File: src/rtl/fu_issue_seq.sv
// Serialising request sequencer in front of the FU: writes ALUOP, OP1, OP2, waits for
// result-valid, reads op3 and returns it. Optional result watchdog under `FU_TIMEOUT_EN`.
module fu_issue_seq #(
  parameter int unsigned DBITS          = 32,
  parameter int unsigned ALUOPBITS      = 4,
  parameter int unsigned TAGBITS        = 4,
  parameter int unsigned TIMEOUT_CYCLES = 1024
) (
  input  logic                 clk,
  input  logic                 reset,
  input  logic                 req_valid,
  output logic                 req_ready,
  input  logic [ALUOPBITS-1:0] req_aluop,
  input  logic [DBITS-1:0]     req_op1,
  input  logic [DBITS-1:0]     req_op2,
  input  logic [TAGBITS-1:0]   req_tag,
  output logic [DBITS+3:0]     to_fu,
  input  logic [DBITS+2:0]     from_fu,
  output logic                 rsp_valid,
  input  logic                 rsp_ready,
  output logic [DBITS-1:0]     rsp_data,
  output logic [TAGBITS-1:0]   rsp_tag,
  output logic                 rsp_err,
  output logic                 fu_hung
);

  typedef enum logic [2:0] {
    IDLE, SEND_OP, SEND_A, SEND_B, WAIT_RES, READ, RESP
  } state_e;

  state_e               state_q, state_d;
  logic [DBITS-1:0]     op1_q, op1_d, op2_q, op2_d;
  logic [DBITS-1:0]     wr_data_q, wr_data_d, rsp_data_q, rsp_data_d;
  logic [TAGBITS-1:0]   tag_q, tag_d;
  logic [2:0]           wr_q, wr_d;
  logic                 rd_q, rd_d;
  logic                 req_ready_q, req_ready_d, rsp_valid_q, rsp_valid_d;
  logic                 res_valid, accept;

  assign res_valid = from_fu[DBITS+2];
  assign accept    = req_valid && req_ready_q;

  logic unused_csr;
  assign unused_csr = ^from_fu[DBITS+1:DBITS];

`ifdef FU_TIMEOUT_EN
  localparam int unsigned CW = $clog2(TIMEOUT_CYCLES + 1);
  localparam logic [CW-1:0] TMO_LAST = CW'(TIMEOUT_CYCLES - 1);
  logic [CW-1:0] cnt_q, cnt_d;
  logic          rsp_err_q, rsp_err_d, hung_q, hung_d;
`else
  logic unused_tmo;
  assign unused_tmo = (TIMEOUT_CYCLES == 0);
`endif

  always_comb begin
    state_d    = state_q;
    op1_d      = op1_q;
    op2_d      = op2_q;
    tag_d      = tag_q;
    rsp_data_d = rsp_data_q;
`ifdef FU_TIMEOUT_EN
    cnt_d      = cnt_q;
    rsp_err_d  = rsp_err_q;
    hung_d     = hung_q;
`endif
    case (state_q)
      IDLE: if (accept) begin
        state_d = SEND_OP;
        op1_d   = req_op1;
        op2_d   = req_op2;
        tag_d   = req_tag;
`ifdef FU_TIMEOUT_EN
        rsp_err_d = 1'b0;
`endif
      end
      SEND_OP: state_d = SEND_A;
      SEND_A:  state_d = SEND_B;
      SEND_B: begin
        state_d = WAIT_RES;
`ifdef FU_TIMEOUT_EN
        cnt_d = '0;
`endif
      end
      // A result arriving on the limit cycle still takes the normal path.
      WAIT_RES: if (res_valid) begin
        state_d    = READ;
        rsp_data_d = from_fu[DBITS-1:0];
      end
`ifdef FU_TIMEOUT_EN
      else if (cnt_q == TMO_LAST) begin
        state_d    = RESP;
        rsp_data_d = '0;
        rsp_err_d  = 1'b1;
        hung_d     = 1'b1;
      end else begin
        cnt_d = cnt_q + CW'(1);
      end
`endif
      READ:    state_d = RESP;
      RESP:    if (rsp_ready) state_d = IDLE;
      default: state_d = IDLE;
    endcase

    // Moore outputs are decoded from the next state so they come straight from flops.
    wr_d      = '0;
    rd_d      = 1'b0;
    wr_data_d = '0;
    case (state_d)
      SEND_OP: begin wr_d = 3'b001; wr_data_d = DBITS'(req_aluop); end
      SEND_A:  begin wr_d = 3'b010; wr_data_d = op1_q; end
      SEND_B:  begin wr_d = 3'b100; wr_data_d = op2_q; end
      READ:    rd_d = 1'b1;
      default: ;
    endcase
    rsp_valid_d = (state_d == RESP);
`ifdef FU_TIMEOUT_EN
    req_ready_d = (state_d == IDLE) && !hung_d;
`else
    req_ready_d = (state_d == IDLE);
`endif
  end

  always_ff @(posedge clk) begin
    if (reset) begin
      state_q     <= IDLE;
      op1_q       <= '0;
      op2_q       <= '0;
      tag_q       <= '0;
      rsp_data_q  <= '0;
      wr_q        <= '0;
      rd_q        <= 1'b0;
      wr_data_q   <= '0;
      rsp_valid_q <= 1'b0;
      req_ready_q <= 1'b1;
    end else begin
      state_q     <= state_d;
      op1_q       <= op1_d;
      op2_q       <= op2_d;
      tag_q       <= tag_d;
      rsp_data_q  <= rsp_data_d;
      wr_q        <= wr_d;
      rd_q        <= rd_d;
      wr_data_q   <= wr_data_d;
      rsp_valid_q <= rsp_valid_d;
      req_ready_q <= req_ready_d;
    end
  end

`ifdef FU_TIMEOUT_EN
  always_ff @(posedge clk) begin
    if (reset) begin
      cnt_q     <= '0;
      rsp_err_q <= 1'b0;
      hung_q    <= 1'b0;
    end else begin
      cnt_q     <= cnt_d;
      rsp_err_q <= rsp_err_d;
      hung_q    <= hung_d;
    end
  end
  assign rsp_err = rsp_err_q;
  assign fu_hung = hung_q;
`else
  assign rsp_err = 1'b0;
  assign fu_hung = 1'b0;
`endif

  assign to_fu     = {rd_q, wr_data_q, wr_q};
  assign req_ready = req_ready_q;
  assign rsp_valid = rsp_valid_q;
  assign rsp_data  = rsp_data_q;
  assign rsp_tag   = tag_q;

endmodule

File: config.mk
export PLATFORM = sky130hd
export DESIGN_NAME = fu_issue_seq
export DESIGN_NICKNAME = d
export VERILOG_FILES = /design/src/rtl/fu_issue_seq.sv
export SDC_FILE = /design/constraint.sdc
export NUM_CORES = 1
export LEC_CHECK = 0
export ABC_AREA = 1
export ABC_CLOCK_PERIOD_IN_PS = 3300
export CORE_AREA = 2 2 87 131
export CTS_CLUSTER_DIAMETER = 150
export CTS_CLUSTER_SIZE = 24
export DETAILED_ROUTE_END_ITERATION = 10
export DIE_AREA = 0 0 89 133
export PLACE_DENSITY = 0.81
export SLEW_MARGIN = 30
export SYNTH_ARGS = -nofsm -noshare
export SYNTH_HDL_FRONTEND = slang
export SYNTH_SLANG_ARGS = --single-unit
File: constraint.sdc
create_clock -name clk -period 3.3 [get_ports clk]
set_clock_uncertainty 0.05 [all_clocks]
set_input_delay 0.66 -clock clk [delete_from_list [all_inputs] [get_ports clk]]
set_output_delay 0.66 -clock clk [all_outputs]
set_load 0.01 [all_outputs]
## Word level (Yosys, flattened, before mapping)

Cells that the tools add are included.

| word-level totals | value |
|---|---|
| bits in registers | 141 |
| input port bits | 111 |
| output and inout bits | 76 |
| word-level logic and storage cells | 33 |

| cells by class | value |
|---|---|
| equal/unequal tests | 11 |
| mux-type cells | 7 |
| reductions and logical operators | 5 |

Operators with widths:

| cell | count |
|---|---|
| $pmux 32 s3 | 1 |
| $pmux 3 s7 | 1 |
| $eq 3x3->1 const B | 5 |
| $eq 3x2->1 const B | 4 |
| $mux 3 | 3 |
| $pmux 3 s3 | 1 |
| $eq 3x1->1 const B | 2 |
| $logic_not 3->1 | 2 |
| $reduce_and 2->1 | 2 |
| $logic_and 1x1->1 | 1 |
| $mux 1 | 1 |

## Longest topological paths before layout

| logic depth | value |
|---|---|
| word-level depth | 5 |
| mapped depth | 8 |
| gate-level depth less buffers | 7 |

## Worst setup path before layout

OpenSTA, ideal clock, no wires.

| path | value |
|---|---|
| path kind | in2reg |
| from | input reset |
| to | register op1_q[0] |
| setup time | 0.064 ns |
| arrival time | 1.387 ns |
| data required time | 3.186 ns |
| path slack | 1.799 ns |
| cell stages on the path | 6 |
| path buffers | 3 |
| path through | clkbuf_1 > inv_1 > buf_2 > clkbuf_1 > o21ai_0 > nor2_1 |

RTL lines:

| what | line | text |
|---|---|---|
| from (decl) | 10 | `input logic reset,` |
| to (signal assigned) | 138 | `op1_q <= op1_d;` |
| to (decl) | 32 | `logic [DBITS-1:0] op1_q, op1_d, op2_q, op2_d;` |

## Worst setup path in the final report

| path | value |
|---|---|
| from | register req_ready_q, in the netlist req_ready |
| to | output req_ready |

RTL lines:

| what | line | text |
|---|---|---|
| from (decl) | 37 | `logic req_ready_q, req_ready_d, rsp_valid_q, rsp_valid_d;` |
| from (signal assigned) | 146 | `req_ready_q <= req_ready_d;` |
| to (decl) | 12 | `output logic req_ready,` |

No word-level cell between the ends.

==> metrics <==
Clk Tree Root Cell=clkbuf_16; count of different cell masters after synthesis=21; YS warnings=0; critical-path cell list=clkdlybuf4s50_1; Finished Core Util=68.22%; minimum clock period after layout=2.052 ns; Die Wd=89 um; register share of total power=42.5%; post_cts resized=0; Layout area overhead=48.91%; NumNets Final=916; Core Region=10820 sq um; CP Data Required Time=2.59 ns; hold_buf cts=0; via count=4676; CTS clock-pin slew for the worst setup and hold paths=0.06 ns; Final period util=62.19%; DIE AREA=11840 sq um; CP Max Fanout=3; CP Capture Type=primary output; GP Congestion=0.7650; Int Pwr=3.426 mW; Peak VDD IR=434.0 uV; Tot GR Track Use=23.34%; first-pass GRT wire length=21640 um; ANT nets after route=0; ANT cells=0; unrepaired setup endpoints after global routing=false; Clk network pwr share=38.0%; DR DRC count=0; worst-skew pair later-pin latency=0.41 ns; I/O Buffers=182; CP delay by family, top=buffers and inverters; Iteration-0 DRC Markers=245; fmax=0.4872 GHz; Initial Util=45.81%; routed wire length per instance=14.04 um; Final Power=4.850 mW; clock buffer count from CTS=17; commonest cells after routing, fill and taps aside=223 x nor2_1, 181 x clkdlybuf4s50_1, 141 x dfxtp_1; WP buf/inv=1; Synth Area per Inst=7.758 sq um; Mapped Area=4957 sq um; Die H=133 um; Worst path slowest cell=clkdlybuf4s50_1; Least-Margin Pin Slew=0.7066 ns; TritonCTS clock tree=yes; final setup fails=0; status=finished clean; sw frac=29.36%; Max-Cap Viols=0; Setup Fix Bufs, Post-CTS=0; WS Path Type=flop to primary output; routed wire length=13550 um; drt pass-1 iters=4; HP Class=flop to flop; CTS sink cnt=141; Final Worst Setup Slack=1.248 ns; initial antenna violation count=0; post-synthesis sequential area ratio=56.94%; vias per cell=4.846; Rel. slew slack=52.84%; most common cell after layout, fill and taps aside=nor2_1; #FFs+latches synth=141; crit start category=flop; share of cells above drive strength 1=5.990%; vias in the first global route=4670; combinational share of power=19.4%; grt ovf=0; setup TNS=0 ns; Crit path largest cell delay=0.58 ns; DP Wirelength=9341 um; Final Max Tran Viols=0; dpl ws=0.8412 ns; Final Hold Viols=0; I/O pins=187; fin cells=965; Placed Cells=933; CTS H-tree lvls=4; clk buf depth=2; Syn Inst Count=639; Power per Cell Area=657.0 nW/um^2; row count=47; largest net degree at the start of global routing=52; NetSw=1.424 mW; Critical Path AT=1.34 ns; Pleak=2.826 nW
## area by class of cell
cell class                 count  area, sq um
fill                         946         3438
sequential                   141         2823
timing repair buffer         190         1889
multi-input combinational    442         1859
clock buffer                  17        425.4
tap                          147        183.9
clock inverter                15        152.6
inverter                      13        48.80
## sequential cells by signal (all words and copies together), names as in the netlist
register and flops:
op1_q 32, op2_q 32, rd_q 1, req_ready 1
rsp_data 32, rsp_tag 4, rsp_valid 1, state_q 3
wr_data_q 32, wr_q 3
## metal layers
metal / track usage (%) / share of wire (%) / vias up
met2: 40.26 / 52 / 169
met1: 25.55 / 38 / 2128
met3: 8.796 / 7.8 / 22
li1: - / - / 2357
met5: 0 / 0 / -
met4: 8.458 / 2.4 / 0
## Yosys cell counts
master | instances | share of area, %
nor2_1 | 223 | 17
dfxtp_1 | 141 | 57
o21ai_0 | 101 | 10
nand2_1 | 74 | 5.6
a21oi_1 | 28 | 2.8
clkbuf_1 | 17 | 1.3
inv_1 | 10 | 0.76
buf_2 | 9 | 0.91
buf_4 | 8 | 1.2
clkbuf_2 | 7 | 0.71
nand3_1 | 7 | 0.71
inv_2 | 3 | 0.23
buf_6 | 2 | 0.45
nand3_2 | 2 | 0.40
a21boi_0 | 1 | 0.15
a31oi_1 | 1 | 0.13
buf_1 | 1 | 0.076
conb_1 | 1 | 0.076
nor2_2 | 1 | 0.13
nor2_4 | 1 | 0.23
nor3_1 | 1 | 0.10
## worst paths after layout
path,startpoint,to,slack [ns],cells after the start
worst max-delay path,req_ready$_SDFF_PP1_,req_ready,1.25,1
worst min register to register,op2_q[11]$_SDFFE_PP0P_,wr_data_q[11]$_SDFF_PP0_,0.41,2
worst min-delay path,op2_q[11]$_SDFFE_PP0P_,wr_data_q[11]$_SDFF_PP0_,0.41,2
worst max register to register,state_q[1]$_SDFF_PP0_,wr_data_q[8]$_SDFF_PP0_,1.42,6
## through the flow
| step | cell area (sq um) | hold slack (ns) |
|---|---|---|
| 2_1_floorplan | 4961 | 0.3895 |
| 3_3_place_gp | 6804 | 0.3944 |
| 3_5_place_dp | 6804 | 0.4051 |
| 4_1_cts | 7382 | 0.4136 |
| 5_1_grt | 7382 | 0.4270 |
| 6_report | 7382 | 0.4095 |
## power groups by stage
stage | Clock (mW) | Sequential (mW) | Combinational, mW
CTS | 1.88 | 2.06 | 0.952
floorplan | 0 | 2.10 | 0.553
detailed placement | 0 | 2.10 | 0.945
global placement | 0 | 2.08 | 0.918
global route | 1.95 | 2.09 | 1.06
finish | 1.84 | 2.06 | 0.943
## worst reg2reg max path, stage by stage (launching register included)
cell     delay, ns
dfxtp_1       0.34
inv_1         0.11
nand2_1       0.13
nor2_2        0.57
buf_4         0.36
nand2_1       0.09
a21oi_1       0.17
## logic make-up after synthesis
group                  count (synthesis)  share of synthesized area [%]
AND/OR/NAND/NOR                      309                          24.05
buffers and inverters                 57                          5.628
other                                  1                        0.07565
flip-flops                           141                          56.94
AO/OA/AOI/OAI                        131                          13.30
No activity file was read; power rests on OpenSTA's default activity.
